`config.mk`:
```
export PLATFORM = sky130hd
export DESIGN_NAME = traffic_datapath
export DESIGN_NICKNAME = d
export VERILOG_FILES = /design/src/rtl/traffic_datapath_pkg.sv /design/src/rtl/traffic_datapath_seven_seg_decoder.sv /design/src/rtl/traffic_datapath.sv
export SDC_FILE = /design/constraint.sdc
export NUM_CORES = 1
export LEC_CHECK = 0
export BUFFER_PORTS_ARGS = -buffer_cell sky130_fd_sc_hd__buf_2
export CAP_MARGIN = 20
export CORE_MARGIN = 2
export CORE_UTILIZATION = 52
export DETAILED_ROUTE_END_ITERATION = 10
export PLACE_DENSITY = 0.77
export SYNTH_ARGS = -nofsm -noshare
export SYNTH_HDL_FRONTEND = slang
export SYNTH_HIERARCHICAL = 1
export SYNTH_SLANG_ARGS = --single-unit
```
`constraint.sdc`:
```
create_clock -name CLOCK_50 -period 3.65 [get_ports CLOCK_50]
set_clock_uncertainty 0.2 [all_clocks]
set_input_delay 0.1825 -clock CLOCK_50 [delete_from_list [all_inputs] [get_ports CLOCK_50]]
set_output_delay 0.1825 -clock CLOCK_50 [all_outputs]
set_load 0.01 [all_outputs]
```
`src/rtl/traffic_datapath_pkg.sv`:
```
// Shared definitions for the traffic-light datapath and its FSM: display and lamp codes,
// glyph indices and active-low {g,f,e,d,c,b,a} segment patterns.
package traffic_datapath_pkg;

  typedef enum logic [1:0] {
    DISP_CRGO  = 2'b00,
    DISP_HRGO  = 2'b01,
    DISP_TIMER = 2'b10,
    DISP_STOP  = 2'b11
  } disp_e;

  typedef enum logic [1:0] {
    LAMP_G   = 2'b00,
    LAMP_Y   = 2'b01,
    LAMP_R   = 2'b10,
    LAMP_BAD = 2'b11
  } lamp_e;

  // Letters O and S share the digit glyphs 0 and 5, which keeps the index at 4 bits.
  localparam logic [3:0] GLY_O = 4'd0;
  localparam logic [3:0] GLY_S = 4'd5;
  localparam logic [3:0] GLY_C = 4'd10;
  localparam logic [3:0] GLY_R = 4'd11;
  localparam logic [3:0] GLY_G = 4'd12;
  localparam logic [3:0] GLY_H = 4'd13;
  localparam logic [3:0] GLY_T = 4'd14;
  localparam logic [3:0] GLY_P = 4'd15;

  localparam logic [6:0] SEG_0     = 7'h40;
  localparam logic [6:0] SEG_1     = 7'h79;
  localparam logic [6:0] SEG_2     = 7'h24;
  localparam logic [6:0] SEG_3     = 7'h30;
  localparam logic [6:0] SEG_4     = 7'h19;
  localparam logic [6:0] SEG_5     = 7'h12;
  localparam logic [6:0] SEG_6     = 7'h02;
  localparam logic [6:0] SEG_7     = 7'h78;
  localparam logic [6:0] SEG_8     = 7'h00;
  localparam logic [6:0] SEG_9     = 7'h10;
  localparam logic [6:0] SEG_C     = 7'h46;
  localparam logic [6:0] SEG_R     = 7'h2F;
  localparam logic [6:0] SEG_G     = 7'h42;
  localparam logic [6:0] SEG_H     = 7'h09;
  localparam logic [6:0] SEG_T     = 7'h07;
  localparam logic [6:0] SEG_P     = 7'h0C;
  localparam logic [6:0] SEG_BLANK = 7'h7F;

  // Invalid lamp code goes dark so a controller fault is visible on the board.
  function automatic logic [2:0] lamp_decode(input logic [1:0] code);
    logic [2:0] lamp;
    lamp = 3'b000;
    case (code)
      LAMP_G:  lamp = 3'b001;
      LAMP_Y:  lamp = 3'b010;
      LAMP_R:  lamp = 3'b100;
      default: lamp = 3'b000;
    endcase
    return lamp;
  endfunction

endpackage

```
`src/rtl/traffic_datapath_seven_seg_decoder.sv`:
```
// Glyph index to active-low 7-segment pattern; blank_i overrides the index.
module seven_seg_decoder
  import traffic_datapath_pkg::*;
(
  input  logic [3:0] glyph_i,
  input  logic       blank_i,
  output logic [6:0] seg_o
);

  always_comb begin
    seg_o = SEG_BLANK;
    if (!blank_i) begin
      case (glyph_i)
        4'd0:    seg_o = SEG_0;
        4'd1:    seg_o = SEG_1;
        4'd2:    seg_o = SEG_2;
        4'd3:    seg_o = SEG_3;
        4'd4:    seg_o = SEG_4;
        4'd5:    seg_o = SEG_5;
        4'd6:    seg_o = SEG_6;
        4'd7:    seg_o = SEG_7;
        4'd8:    seg_o = SEG_8;
        4'd9:    seg_o = SEG_9;
        GLY_C:   seg_o = SEG_C;
        GLY_R:   seg_o = SEG_R;
        GLY_G:   seg_o = SEG_G;
        GLY_H:   seg_o = SEG_H;
        GLY_T:   seg_o = SEG_T;
        GLY_P:   seg_o = SEG_P;
        default: seg_o = SEG_BLANK;
      endcase
    end
  end

endmodule

```
`src/rtl/traffic_datapath.sv`:
```
// Traffic-light timer/display datapath: 1 Hz prescaler, saturating seconds down-counter,
// four-digit status/timer display and one-hot lamp decode.
module traffic_datapath
  import traffic_datapath_pkg::*;
#(
  parameter int TICK_DIV    = 50_000_000,
  parameter int CNT_W       = 5,
  parameter int SHORT_COUNT = 5,
  parameter int LONG_COUNT  = 20,
  parameter int MARK_COUNT  = 5
) (
  input  logic             CLOCK_50,
  input  logic             reset,
  input  logic             load,
  input  logic             twentyToLoad,
  input  logic [1:0]       displaySignal,
  input  logic [1:0]       hwy,
  input  logic [1:0]       cntry,
  output logic             counterNotZero,
  output logic             counterNotFive,
  output logic [CNT_W-1:0] count,
  output logic [6:0]       HEX3,
  output logic [6:0]       HEX2,
  output logic [6:0]       HEX1,
  output logic [6:0]       HEX0,
  output logic [2:0]       hwyLamp,
  output logic [2:0]       cntryLamp
);

  localparam int            PW         = (TICK_DIV > 1) ? $clog2(TICK_DIV) : 1;
  localparam logic [PW-1:0] PRESC_LAST = PW'(TICK_DIV - 1);

  logic [PW-1:0]    presc_q, presc_d;
  logic [CNT_W-1:0] count_q, count_d;
  logic             tick;

  assign tick = (presc_q == PRESC_LAST);

  // Load restarts the second so the first decrement lands a full period after release.
  always_comb begin
    presc_d = presc_q + PW'(1);
    if (load || tick) presc_d = '0;
  end

  always_comb begin
    count_d = count_q;
    if (load)                         count_d = twentyToLoad ? CNT_W'(LONG_COUNT) : CNT_W'(SHORT_COUNT);
    else if (tick && count_q != '0)   count_d = count_q - CNT_W'(1);
  end

  always_ff @(posedge CLOCK_50 or negedge reset) begin
    if (!reset) begin
      presc_q <= '0;
      count_q <= '0;
    end else begin
      presc_q <= presc_d;
      count_q <= count_d;
    end
  end

  assign count          = count_q;
  assign counterNotZero = (count_q != '0);
  assign counterNotFive = (count_q != CNT_W'(MARK_COUNT));

  logic [3:0] tens, units;
  assign tens  = 4'(int'(count_q) / 10);
  assign units = 4'(int'(count_q) % 10);

  logic [3:0] gly3, gly2, gly1, gly0;
  logic       blank_hi;

  always_comb begin
    gly3     = GLY_C;
    gly2     = GLY_R;
    gly1     = GLY_G;
    gly0     = GLY_O;
    blank_hi = 1'b0;
    case (displaySignal)
      DISP_CRGO: begin
        gly3 = GLY_C; gly2 = GLY_R; gly1 = GLY_G; gly0 = GLY_O;
      end
      DISP_HRGO: begin
        gly3 = GLY_H; gly2 = GLY_R; gly1 = GLY_G; gly0 = GLY_O;
      end
      DISP_TIMER: begin
        blank_hi = 1'b1;
        gly1     = tens;
        gly0     = units;
      end
      DISP_STOP: begin
        gly3 = GLY_S; gly2 = GLY_T; gly1 = GLY_O; gly0 = GLY_P;
      end
      default: blank_hi = 1'b1;
    endcase
  end

  seven_seg_decoder u_hex3 (.glyph_i(gly3), .blank_i(blank_hi), .seg_o(HEX3));
  seven_seg_decoder u_hex2 (.glyph_i(gly2), .blank_i(blank_hi), .seg_o(HEX2));
  seven_seg_decoder u_hex1 (.glyph_i(gly1), .blank_i(1'b0),     .seg_o(HEX1));
  seven_seg_decoder u_hex0 (.glyph_i(gly0), .blank_i(1'b0),     .seg_o(HEX0));

  assign hwyLamp   = lamp_decode(hwy);
  assign cntryLamp = lamp_decode(cntry);

endmodule
```
==> results.sh <==
export IMPL_min_path_type="input port to async pin"
export IMPL_p_leak_uw=0.00164
export IMPL_syn_to_final_growth_pct=16.0
export IMPL_drtPass1Iterations=4
export IMPL_setup_violations=0
export IMPL_grt_usage_pct=20.4
export IMPL_die_area_um2=6560
export IMPL_synth_cells=364
export IMPL_clkSinkCount=31
export IMPL_drc_errors=0
export IMPL_gp_congestion=0.820
export IMPL_drtAntennaViolNets=0
export IMPL_ys_flop_type="dfrtp_1"
export IMPL_vias=2874
export IMPL_p_per_area_nw_per_um2=238
export IMPL_clk_pin_slew_worst_paths_ps=60
export IMPL_antenna_found_initial=0
export IMPL_max_freq_ghz=0.287
export IMPL_num_nets_final=476
export IMPL_coreArea_um2=5820
export IMPL_grt_max_degree=32
export IMPL_worstPathArrival_ps=3100
export IMPL_reg2reg_slack_ps=1220
export IMPL_worstMarginPinSlew_ps=686
export IMPL_avgSynthCellArea_um2=8.47
export IMPL_synth_seq_area_share_pct=25.2
export IMPL_cts_root_buf="clkbuf_8"
export IMPL_rsz0062_at_grt="true"
export IMPL_htreeDepth=2
export IMPL_wire_per_inst_um=13.1
export IMPL_synth_top_area_share_pct=25.2
export IMPL_worstReg2RegStart="presc_q[7]$_DFF_PN0_"
export IMPL_worstPathMaxFanout=3
export IMPL_drt_iter0_drc=121
export IMPL_cp_required_ps=3270
export IMPL_yosysWarnings=6
export IMPL_grt_busiest_layer="met2"
export IMPL_drv_cap=0
export IMPL_status="completed"
export IMPL_initial_core_util_pct=53.0
export IMPL_finalPower_uw=852
export IMPL_ios=51
export IMPL_via_per_inst=5.65
export IMPL_grt_util_met3_pct=3.22
export IMPL_finalCritPeriodShare_pct=95.5
export IMPL_wirelength_mm=6.67
export IMPL_numCtsBuffers=5
export IMPL_min_period_ps=3490
export IMPL_ys_top_cells_by_area="dfrtp_1 25%, ha_1 13%, a21oi_1 5.2%, nor2_1 4.6%, mux2i_1 3.2%"
export IMPL_ys_types=50
export IMPL_grt_pass1_vias=2588
export IMPL_worst_setup_path_end_kind="output pin"
export IMPL_post_route_cells_drive_above_1_share_pct=19.1
export IMPL_ys_ff_latch=31
export IMPL_die_w_um=81
export IMPL_yosys_area_top_type="dfrtp_1"
export IMPL_critPathLaunchType="flop"
export IMPL_cts_path_max_buffers=2
export IMPL_worstSkewPairLatency_ps=280
export IMPL_fin_area_um2=3580
export IMPL_cp_startpoint="count[3]$_DFFE_PN0P_"
export IMPL_hpwl_mm=4.89
export IMPL_use_met1_pct=25.0
export IMPL_overflow=0
export IMPL_syn_area_um2=3080
export IMPL_drv_slew=0
export IMPL_relSlewSlack_pct=54.3
export IMPL_fp_dieH_um=81
export IMPL_port_buffers=49
export IMPL_num_rows=28
export IMPL_grt_use_met2_pct=36.4
export IMPL_grt_pass1_wl_mm=10.8
export IMPL_finalHoldViolations=0
export IMPL_multiInputGateArea_um2=2190
export IMPL_peakVddDrop_v=0.000247
export IMPL_diodes=0
export IMPL_fillers=543
export IMPL_postPlaceCellArea_um2=3450
export IMPL_worst_setup_path_type="flop to output pin"
export IMPL_regArea_um2=776
export IMPL_synth_edf_count=0
export IMPL_async_flop_share_pct=100
export IMPL_cts_tree="done"
[cell type report]
type | instances | area share, %
clock buffer | 6 | 2.03
sequential | 31 | 21.7
timing repair buffer | 64 | 10.2
tap | 75 | 2.62
multi-input combinational | 312 | 61.2
inverter | 21 | 2.20
[cell usage in the layout, fill, tap and decap left out, types with 5 or more instances in the layout]
cell and instances:
clkbuf_8 5, a21oi_1 32, nor2b_1 13, buf_4 12
mux2i_1 10, or3_1 7, o21ai_0 13, nor3_1 8
xor2_1 10, nand4_1 11, dfrtp_1 31, o31ai_1 6
and4_1 6, inv_1 21, conb_1 23, or4_1 9
nor2_1 38, nand2_1 19, nand3_1 10, a211o_1 8
ha_1 31, xnor2_1 6, a2111oi_2 6, buf_2 49
[flip-flops by register name, summed over array words and instances, names as in the netlist]
| register | count |
|---|---|
| presc_q | 26 |
| count | 5 |
[path summary, 6_finish.rpt]
check | depth (start not counted) | to
worst max-delay path | 12 | HEX0[1]
worst min-delay path | 2 | presc_q[14]$_DFF_PN0_
worst max register to register | 4 | presc_q[25]$_DFF_PN0_
worst min register to register | 1 | presc_q[0]$_DFF_PN0_
max in group asynchronous | 2 | presc_q[5]$_DFF_PN0_
min in group CLOCK_50 | 1 | presc_q[0]$_DFF_PN0_
[kinds of logic (layout without fill, tap and decap cells)]
kind of cell / count (synthesis) / count (layout) / synth area share, %
simple gates: 142 / 142 / 24.9
compound gates: 82 / 82 / 17.9
buf+inv: 42 / 91 / 6.94
fa+ha+maj: 31 / 31 / 12.6
flops: 31 / 31 / 25.2
mux: 18 / 18 / 7.75
xor+xnor: 16 / 16 / 4.55
other cells: 2 / 23 / 0.244
[per-stage QoR]
step	cells	worst slack (ps)	setup TNS (ps)	utilization, %	hold WS (ps)
floorplan	385	136	0	-	-313
global placement	498	427	0	59.3	61.6
detailed placement	498	304	0	59.3	66.2
CTS	507	33.1	0	61.0	303
global route	509	-95.4	-113	61.5	350
finish	509	163	0	61.5	286
[worst max-delay path: stages (launching register included)]
cell	delay, ps
dfrtp_1	370
nor2_1	140
inv_1	70
ha_1	280
nand2b_1	180
o21a_1	230
a2111oi_2	390
a2111oi_2	90
inv_1	110
ha_1	250
mux2_4	280
a211o_1	300
buf_2	140
[routing by layer]
layer,share of wire (%),up-vias
li1,-,1439
met1,44,1363
met2,51,61
met3,3.5,11
met4,1.3,0
met5,0,-
[power breakdown]
part           internal (uW)  switching (uW)  total (uW)
combinational            112             145         257
clock                    127             114         241
sequential               348            5.16         354
[timing repair]
item / 4_1_cts / 5_1_grt
endpoints found under the setup margin: 0 / 7
setup buffers: 0 / 2
gates resized for setup: 0 / 4
hold buffers: 3 / 0
endpoints found under the hold margin: 34 / 0
[synth_stat cells, types with 5 or more instances]
library cell,n
dfrtp_1,31
or4_1,9
nand3_1,10
or3_1,7
a211o_1,8
xor2_1,10
and4_1,6
nor2b_1,13
nand2_1,19
nor2_1,38
xnor2_1,6
o31ai_1,6
ha_1,31
inv_1,21
o21ai_0,13
nor3_1,9
buf_6,5
clkbuf_1,9
a21oi_1,32
nand4_1,11
mux2i_1,10
(Power assumes the default switching activity.)
